File: src/rtl/fsm_req_sequencer.sv
// fsm_req_sequencer: four independent request channels feeding the 4-way
// grant FSM. Each start pulse becomes a level request held for exactly LEN
// granted cycles. Optional grant-wait timeout is enabled by the macro
// REQ_TIMEOUT_EN (wait limit TIMEOUT_CYC cycles).

// Per-channel request FSM: IDLE -> WAIT -> HOLD -> RELEASE -> IDLE
module fsm_req_lane #(
  parameter int LEN_W = 4
`ifdef REQ_TIMEOUT_EN
  , parameter int TIMEOUT_CYC = 16
`endif
) (
  input  logic             clock,
  input  logic             reset,
  input  logic             start,
  input  logic [LEN_W-1:0] len,
  input  logic             gnt,
  output logic             req,
  output logic             busy,
  output logic             done,
  output logic             err
);

  typedef enum logic [1:0] {
    S_IDLE = 2'd0,
    S_WAIT = 2'd1,
    S_HOLD = 2'd2,
    S_REL  = 2'd3
  } state_t;

  localparam logic [LEN_W-1:0] CNT_ONE = LEN_W'(1);

  state_t           state_q, state_d;
  logic [LEN_W-1:0] cnt_q, cnt_d;
  logic             req_q, req_d;
  logic             busy_q, busy_d;
  logic             done_q, done_d;
  logic             err_q, err_d;
  logic             done_evt, err_evt;

`ifdef REQ_TIMEOUT_EN
  localparam int WCNT_W = (TIMEOUT_CYC > 1) ? $clog2(TIMEOUT_CYC) : 1;
  localparam logic [WCNT_W-1:0] WCNT_LAST = WCNT_W'(TIMEOUT_CYC - 1);
  logic [WCNT_W-1:0] wcnt_q, wcnt_d;
`endif

  // State, counters and registered outputs; reset drops everything silently
  always_ff @(posedge clock) begin
    if (!reset) begin
      state_q <= S_IDLE;
      cnt_q   <= '0;
      req_q   <= 1'b0;
      busy_q  <= 1'b0;
      done_q  <= 1'b0;
      err_q   <= 1'b0;
`ifdef REQ_TIMEOUT_EN
      wcnt_q  <= '0;
`endif
    end else begin
      state_q <= state_d;
      cnt_q   <= cnt_d;
      req_q   <= req_d;
      busy_q  <= busy_d;
      done_q  <= done_d;
      err_q   <= err_d;
`ifdef REQ_TIMEOUT_EN
      wcnt_q  <= wcnt_d;
`endif
    end
  end

  // Next-state and burst counter; cnt saturates at 1, never wraps
  always_comb begin
    state_d  = state_q;
    cnt_d    = cnt_q;
    done_evt = 1'b0;
    err_evt  = 1'b0;
`ifdef REQ_TIMEOUT_EN
    wcnt_d   = '0;
`endif
    case (state_q)
      S_IDLE: begin
        // done_q/err_q high means this is the completion cycle: no restart yet
        if (start && !done_q && !err_q) begin
          state_d = S_WAIT;
          cnt_d   = (len == '0) ? CNT_ONE : len;
        end
      end
      S_WAIT: begin
        if (gnt) begin
          if (cnt_q == CNT_ONE) begin
            state_d = S_REL;
          end else begin
            cnt_d   = cnt_q - CNT_ONE;
            state_d = S_HOLD;
          end
        end
`ifdef REQ_TIMEOUT_EN
        else if (wcnt_q == WCNT_LAST) begin
          state_d = S_IDLE;
          err_evt = 1'b1;
        end else begin
          wcnt_d = wcnt_q + 1'b1;
        end
`endif
      end
      S_HOLD: begin
        if (gnt) begin
          if (cnt_q == CNT_ONE) state_d = S_REL;
          else                  cnt_d   = cnt_q - CNT_ONE;
        end else begin
          // arbiter pulled the grant before LEN cycles: abort
          state_d = S_IDLE;
          err_evt = 1'b1;
        end
      end
      S_REL: begin
        if (!gnt) begin
          state_d  = S_IDLE;
          done_evt = 1'b1;
        end
      end
      default: state_d = S_IDLE;
    endcase
  end

  // Output decode from next state so every output comes straight off a flop
  always_comb begin
    req_d  = (state_d == S_WAIT) || (state_d == S_HOLD);
    busy_d = (state_d != S_IDLE);
    done_d = done_evt;
    err_d  = err_evt;
  end

  assign req  = req_q;
  assign busy = busy_q;
  assign done = done_q;
  assign err  = err_q;

endmodule

// Top: scalar client ports fanned into packed per-channel vectors
module fsm_req_sequencer #(
  parameter int LEN_W       = 4,
  parameter int TIMEOUT_CYC = 16
) (
  input  logic             clock,
  input  logic             reset,
  input  logic             start_0,
  input  logic             start_1,
  input  logic             start_2,
  input  logic             start_3,
  input  logic [LEN_W-1:0] len_0,
  input  logic [LEN_W-1:0] len_1,
  input  logic [LEN_W-1:0] len_2,
  input  logic [LEN_W-1:0] len_3,
  input  logic             gnt_0,
  input  logic             gnt_1,
  input  logic             gnt_2,
  input  logic             gnt_3,
  output logic             req_0,
  output logic             req_1,
  output logic             req_2,
  output logic             req_3,
  output logic             busy_0,
  output logic             busy_1,
  output logic             busy_2,
  output logic             busy_3,
  output logic             done_0,
  output logic             done_1,
  output logic             done_2,
  output logic             done_3,
  output logic             err_0,
  output logic             err_1,
  output logic             err_2,
  output logic             err_3
);

  localparam int NUM_CH = 4;

  logic [NUM_CH-1:0]            start_v, gnt_v, req_v, busy_v, done_v, err_v;
  logic [NUM_CH-1:0][LEN_W-1:0] len_v;

  assign start_v = {start_3, start_2, start_1, start_0};
  assign gnt_v   = {gnt_3, gnt_2, gnt_1, gnt_0};
  assign len_v   = {len_3, len_2, len_1, len_0};

  for (genvar i = 0; i < NUM_CH; i++) begin : g_lane
    fsm_req_lane #(
      .LEN_W(LEN_W)
`ifdef REQ_TIMEOUT_EN
      , .TIMEOUT_CYC(TIMEOUT_CYC)
`endif
    ) u_lane (
      .clock (clock),
      .reset (reset),
      .start (start_v[i]),
      .len   (len_v[i]),
      .gnt   (gnt_v[i]),
      .req   (req_v[i]),
      .busy  (busy_v[i]),
      .done  (done_v[i]),
      .err   (err_v[i])
    );
  end

  assign {req_3,  req_2,  req_1,  req_0}  = req_v;
  assign {busy_3, busy_2, busy_1, busy_0} = busy_v;
  assign {done_3, done_2, done_1, done_0} = done_v;
  assign {err_3,  err_2,  err_1,  err_0}  = err_v;

endmodule

File: config.mk
export PLATFORM = sky130hd
export DESIGN_NAME = fsm_req_sequencer
export DESIGN_NICKNAME = d
export VERILOG_FILES = /design/src/rtl/fsm_req_sequencer.sv
export SDC_FILE = /design/constraint.sdc
export NUM_CORES = 1
export LEC_CHECK = 0
export CAP_MARGIN = 25
export CORE_ASPECT_RATIO = 0.6
export CORE_UTILIZATION = 53
export DETAILED_ROUTE_END_ITERATION = 7
export PLACE_DENSITY = 0.89
export SETUP_SLACK_MARGIN = 0.1
export SYNTH_ARGS = -nofsm -noshare
export SYNTH_HDL_FRONTEND = slang
export SYNTH_SLANG_ARGS = --single-unit
File: constraint.sdc
create_clock -name clock -period 2.17 [get_ports clock]
set_input_delay 0.3255 -clock clock [delete_from_list [all_inputs] [get_ports clock]]
set_output_delay 0.3255 -clock clock [all_outputs]
set_load 0.01 [all_outputs]
[Word-level counts from Yosys, hierarchy flattened]
Index checks and enable logic that the tools add are counted.
Word-level totals
  output and inout bits: 16
  bits of input ports: 26
  logic and storage cells: 168
  register bits: 40
Operators by class
  muxes and demuxes: 52
  add/subtract/negate cells: 4
  equality and inequality tests: 36
  reductions and logical operators: 52
Operator list (number)
  $mux 4: 16
  $mux 2: 20
  $pmux 2 s4: 4
  $pmux 4 s2: 4
  $eq 2x2->1 const B: 12
  $eq 2x1->1 const B: 8
  $eq 4x1->1 const B: 4
  $logic_not 4->1: 4
  $ne 2x1->1 const B: 8
  $reduce_and 2->1: 8
  $reduce_and 4->1: 4
  $reduce_bool 2->1: 8
  $sub 4x1->4 const B: 4
  $logic_and 1x1->1: 8
  $logic_not 1->1: 8
  $logic_not 2->1: 4
  $mux 1: 8
  $ne 2x2->1 const B: 4
  $reduce_or 2->1: 4
  $logic_or 1x1->1: 4

[Depth between registers and ports, before layout]
Gate-level depths: netlist of the first run.
  word-level depth: 7
  depth in mapped cells: 8
  mapped depth without buffers: 8

[Cells and area by module]
Synthesis of the first run repeated with hierarchy kept, for this count alone.
Unflattened totals
  cell total of the unflattened synthesis: 304
  area total of the unflattened synthesis: 2726.4 um2
Modules (own cells, without submodules)
  fsm_req_lane at g_lane[0].u_lane ...: area each 698.2 um2, times used 3, cells each 78
  fsm_req_lane at g_lane[3].u_lane: area each 631.9 um2, times used 1, cells each 70

[Worst setup path after synthesis of the first run]
Ideal clock, no wire load.
  path kind: register to register
  start point: reg g_lane[2].u_lane.state_q[1]
  end point: reg g_lane[2].u_lane.cnt_q[2]
  library setup time: 117 ps
  slack: 266 ps
  arrival time: 1787 ps
  path buffers: 1
  stages on the path, launching flop included: 8
  clock period less this slack: 1904 ps
  path through: dfxtp_1 > inv_1 > ha_1 > clkbuf_1 > and4bb_2 > a211oi_4 > o21ai_1 > a32o_1
Between the ends
  cells in the longest elaborated chain, start to end: 4
Ends and longest elaborated chain
  start: declaration: RTL line 33  | state_t state_q, state_d;
  start signal: assignment: RTL line 60  | state_q <= state_d;
  $eq 2x1->1 or $eq 2x2->1 (tied branches): RTL line 81  | case (state_q)
  $reduce_or 2->1 (no line)
  $ne 2x2->1 (no line) (tied with other cells)
  $reduce_and 4->1 (no line)
  end signal: assignment: RTL line 61  | cnt_q <= cnt_d;
  end: declaration: RTL line 34  | logic [LEN_W-1:0] cnt_q, cnt_d;
Several ways; a longest one is shown, not always the timed one.
A chain may end at the register's enable or synchronous reset.

[Worst setup path in the final report of the first run]
  start point: reg g_lane[2].u_lane.state_q[0]
  end point: reg g_lane[2].u_lane.cnt_q[2]
Same word-level chain as after synthesis.

==> results of run 1 <==
==> final cells by class <==
cell class	instances	share of cell area [%]
clock buffers	8	2.88
multi-input cells	208	49.7
flip-flops and latches	40	25.6
repair buffers	54	16.2
well taps	60	2.40
inverters	27	3.24
==> kinds of logic after synthesis <==
family,Yosys count,share of synthesized area [%]
compound gates,78,22.3
xor+xnor,3,1.07
fa+ha+maj,32,16.2
buf+inv,36,5.58
flops,40,32.5
mux,8,3.30
simple gates,87,19.1
==> per-stage QoR <==
| step | area, um2 | cells | setup slack, ns | hold WS, ns |
|---|---|---|---|---|
| floorplan | 2470 | 284 | 0.266 | 0.401 |
| global placement | 3010 | 388 | 0.111 | 0.483 |
| detailed placement | 3010 | 388 | 0.0519 | 0.510 |
| CTS | 3100 | 396 | 0.111 | 0.521 |
| global route | 3130 | 397 | 0.103 | 0.543 |
| finish | 3130 | 397 | 0.208 | 0.521 |
==> state kept, by name (all words and copies together), names as in the netlist <==
| name | count |
|---|---|
| g_lane.u_lane.busy | 4 |
| g_lane.u_lane.err | 4 |
| g_lane.u_lane.req | 4 |
| g_lane.u_lane.state_q | 8 |
| g_lane.u_lane.done | 4 |
| g_lane.u_lane.cnt_q | 16 |
==> placed cells by master (no fill, tap or decap), types with 3 or more instances in the layout <==
| cell | count |
|---|---|
| o211ai_1 | 3 |
| a21oi_1 | 16 |
| nor2_1 | 26 |
| inv_1 | 27 |
| dfxtp_1 | 40 |
| a211oi_1 | 4 |
| nand2_1 | 16 |
| o21ai_0 | 16 |
| o32ai_1 | 4 |
| a31o_2 | 4 |
| nor3b_1 | 5 |
| clkdlybuf4s50_1 | 41 |
| ha_1 | 30 |
| o21a_1 | 6 |
| a31oi_1 | 3 |
| and3_1 | 5 |
| o31a_1 | 3 |
| nor3_1 | 10 |
| mux2i_1 | 7 |
| buf_4 | 13 |
| a32o_1 | 3 |
| clkbuf_8 | 6 |
| and2_1 | 5 |
| or3_1 | 3 |
==> worst min path at each step <==
stage | to | startpoint | cells past startpoint
after floorplan | g_lane[0].u_lane.err | gnt_0 | 1
after CTS | g_lane[3].u_lane.cnt_q[0] | g_lane[3].u_lane.cnt_q[0] | 2
after global placement | g_lane[3].u_lane.cnt_q[3] | g_lane[3].u_lane.cnt_q[3] | 2
final | g_lane[3].u_lane.cnt_q[0] | g_lane[3].u_lane.cnt_q[0] | 2
after detailed placement | g_lane[3].u_lane.cnt_q[0] | g_lane[3].u_lane.cnt_q[0] | 2
after global routing | g_lane[3].u_lane.cnt_q[0] | g_lane[3].u_lane.cnt_q[0] | 2
==> worst max-delay path, stage by stage (launching register included) <==
cell	delay, ns
dfxtp_1	0.39
inv_1	0.12
ha_2	0.36
and4bb_2	0.27
a211oi_4	0.33
o21ai_1	0.12
a32o_1	0.27
==> metal layers <==
layer	up-vias	routed length (um)
met5	-	0
met4	0	26
met2	83	2580
met1	1063	2830
li1	1123	-
met3	4	448
==> what timing repair did <==
| item | CTS | global route |
|---|---|---|
| resized for setup | 0 | 8 |
| buffers inserted | 0 | 1 |
| setup endpoints to repair | 0 | 7 |
==> power by group through the flow <==
stage / sequential (mW) / clock (mW) / combinational [mW]
2_1_floorplan: 1.04 / 0 / 1.21
3_3_place_gp: 1.04 / 0 / 1.62
3_5_place_dp: 1.05 / 0 / 1.70
4_1_cts: 1.04 / 0.522 / 1.71
5_1_grt: 1.07 / 0.563 / 1.96
6_report: 1.05 / 0.515 / 1.75
==> summary.md, run 1 <==
| Metric | Value |
|---|---|
| Vias in the first global route | `between 2k and 2.5k` |
| Largest area contributor in the netlist | `dfxtp_1` |
| Setup crit end | `g_lane[2].u_lane.cnt_q[2]` |
| Worst Setup Start Kind | `flip-flop` |
| Count of pins over their slew limit | `0` |
| Post-Syn Area | `approximately 2500 um2` |
| Final period util | `between 90% and 100%` |
| Async SR Flop Fraction | `0%` |
| Clk pin slew, worst setup/hold paths | `approximately 0.080 ns` |
| # fillers | `about 320` |
| Fmax | `510 MHz` |
| PwrDens | `about 1100 nW/um2` |
| CORE AREA | `around 4300 um2` |
| # nets final | `between 300 and 400` |
| Synth top area cells | `dfxtp_1, ha_1, inv_1` |
| 1st-iter DRT viols | `~120` |
| Hold Vio Cnt, Final | `0` |
| Switch Pwr | `~1.3 mW` |
| Port Buffers | `41` |
| Clock tree buffer depth | `2` |
| Slew Limit Headroom | `74.0%` |
| Area grow syn2layout | `26.8%` |
| EDFF count, synth | `0` |
| GRT busiest layer | `met2` |
| R2R Path End | `g_lane[2].u_lane.cnt_q[2]` |
| Initial antenna violation count | `0` |
| Syn_area_per_cell | `8.69 um2` |
| Leak Pwr | `around 1.3 nW` |
| Reg area | `between 800 and 900 um2` |
| Post-synth top cells | `dfxtp_1, ha_1, inv_1` |
| DRT Pass-1 Iters | `4` |
| Critical Path Source | `g_lane[2].u_lane.state_q[0]` |
| Die H | `around 55 um` |
| Switching Share | `40.1%` |
| Starting Density | `between 50 and 60%` |
| CTS Hold Bufs | `0` |
| Residual DRC count | `0` |
| Total wire length | `5880 um` |
| Routability Congestion | `approximately 0.84` |
| WL/cell | `between 10 and 15 um` |
| Reg2reg setup slack | `slightly above 0.2 ns` |
| Met3 Usage GRT | `under 10%` |
| Yosys cell types | `a little under 50` |
| First-pass GRT wire length | `9660 um` |
| Worst slew pin tran | `between 0.3 and 0.4 ns` |
| Final design utilization | `73.1%` |
| WP data required | `2.36 ns` |
| Post-synthesis sequential area ratio | `about 32%` |
| R2R cell count | `6` |
| RSZ-0062 raised after global routing | `false` |
| Grt total ovfl | `0` |
| Sequential Power Share | `between 30% and 40%` |
| Clock skew | `a little under 0.005 ns` |
| Multi-input logic area | `roughly 1600 um2` |
| Int Pwr | `around 2.0 mW` |
| Largest net degree at the start of global routing | `25` |
| Die W | `90.1 um` |
| Hpwl dp | `4270 um` |
| Sink Count | `40` |
| Htree depth | `2` |
| Setup TNS | `0 ns` |
| Critical Path Fanout Max | `8` |
| Kind of critical path | `flip-flop to flip-flop` |
| Root buffer cell | `clkbuf_8` |
| Clk pwr share | `roughly 16%` |
| YS warnings | `0` |
| Ports | `between 40 and 50` |
| Tot GR Track Use | `roughly a quarter` |
| Endpoints failing setup | `0` |
| Num rows | `18` |
| Worst skew pair latency | `~0.29 ns` |
| Via count | `~2.3k` |
| Main flop type after synthesis | `dfxtp_1` |
| CTS tree | `yes` |
| # diodes | `0` |
| Tmin final | `between 1.5 and 2 ns` |
| Logic pwr share | `~53%` |
| Status | `finished clean` |
| Cells after Synth | `between 200 and 300` |
| Met1 usage | `33.4%` |
| Most frequent cell after synthesis | `dfxtp_1` |
| Yosys reg bits | `40` |
| Overall power | `between 3 and 4 mW` |
| Hold Crit Class | `flip-flop to flip-flop` |
| Num CTS Buffers | `5` |
| Peak supply drop | `about 0.00064 V` |
| Top-area cell type share of the netlist area | `roughly a third` |
| Synth Net Count | `342` |
| Share of layout cells above drive strength 1 | `approximately 11%` |
| Antenna Nets Post-Route | `0` |
| Crit end category | `flip-flop` |
| Max_cap viols | `0` |
| Total die area | `roughly 5000 um2` |
| GRT met2 Usage | `between 40% and 50%` |
| WP data arrival | `between 2 and 2.5 ns` |
| R2R Path Start | `g_lane[2].u_lane.state_q[0]` |
| Mean number of vias per cell | `approximately 5.7` |
No activity file was read; power rests on OpenSTA's default activity.
==> run 2, diff against run 1 <==
--- a/config.mk
+++ b/config.mk
@@ -9,6 +9,7 @@
 export CORE_ASPECT_RATIO = 0.6
 export CORE_UTILIZATION = 53
 export DETAILED_ROUTE_END_ITERATION = 7
+export GPL_ROUTABILITY_DRIVEN = 0
 export PLACE_DENSITY = 0.89
 export SETUP_SLACK_MARGIN = 0.1
 export SYNTH_ARGS = -nofsm -noshare
==> results of run 2 <==
No change in the layout: final DEF, timing and power equal those of run 1.
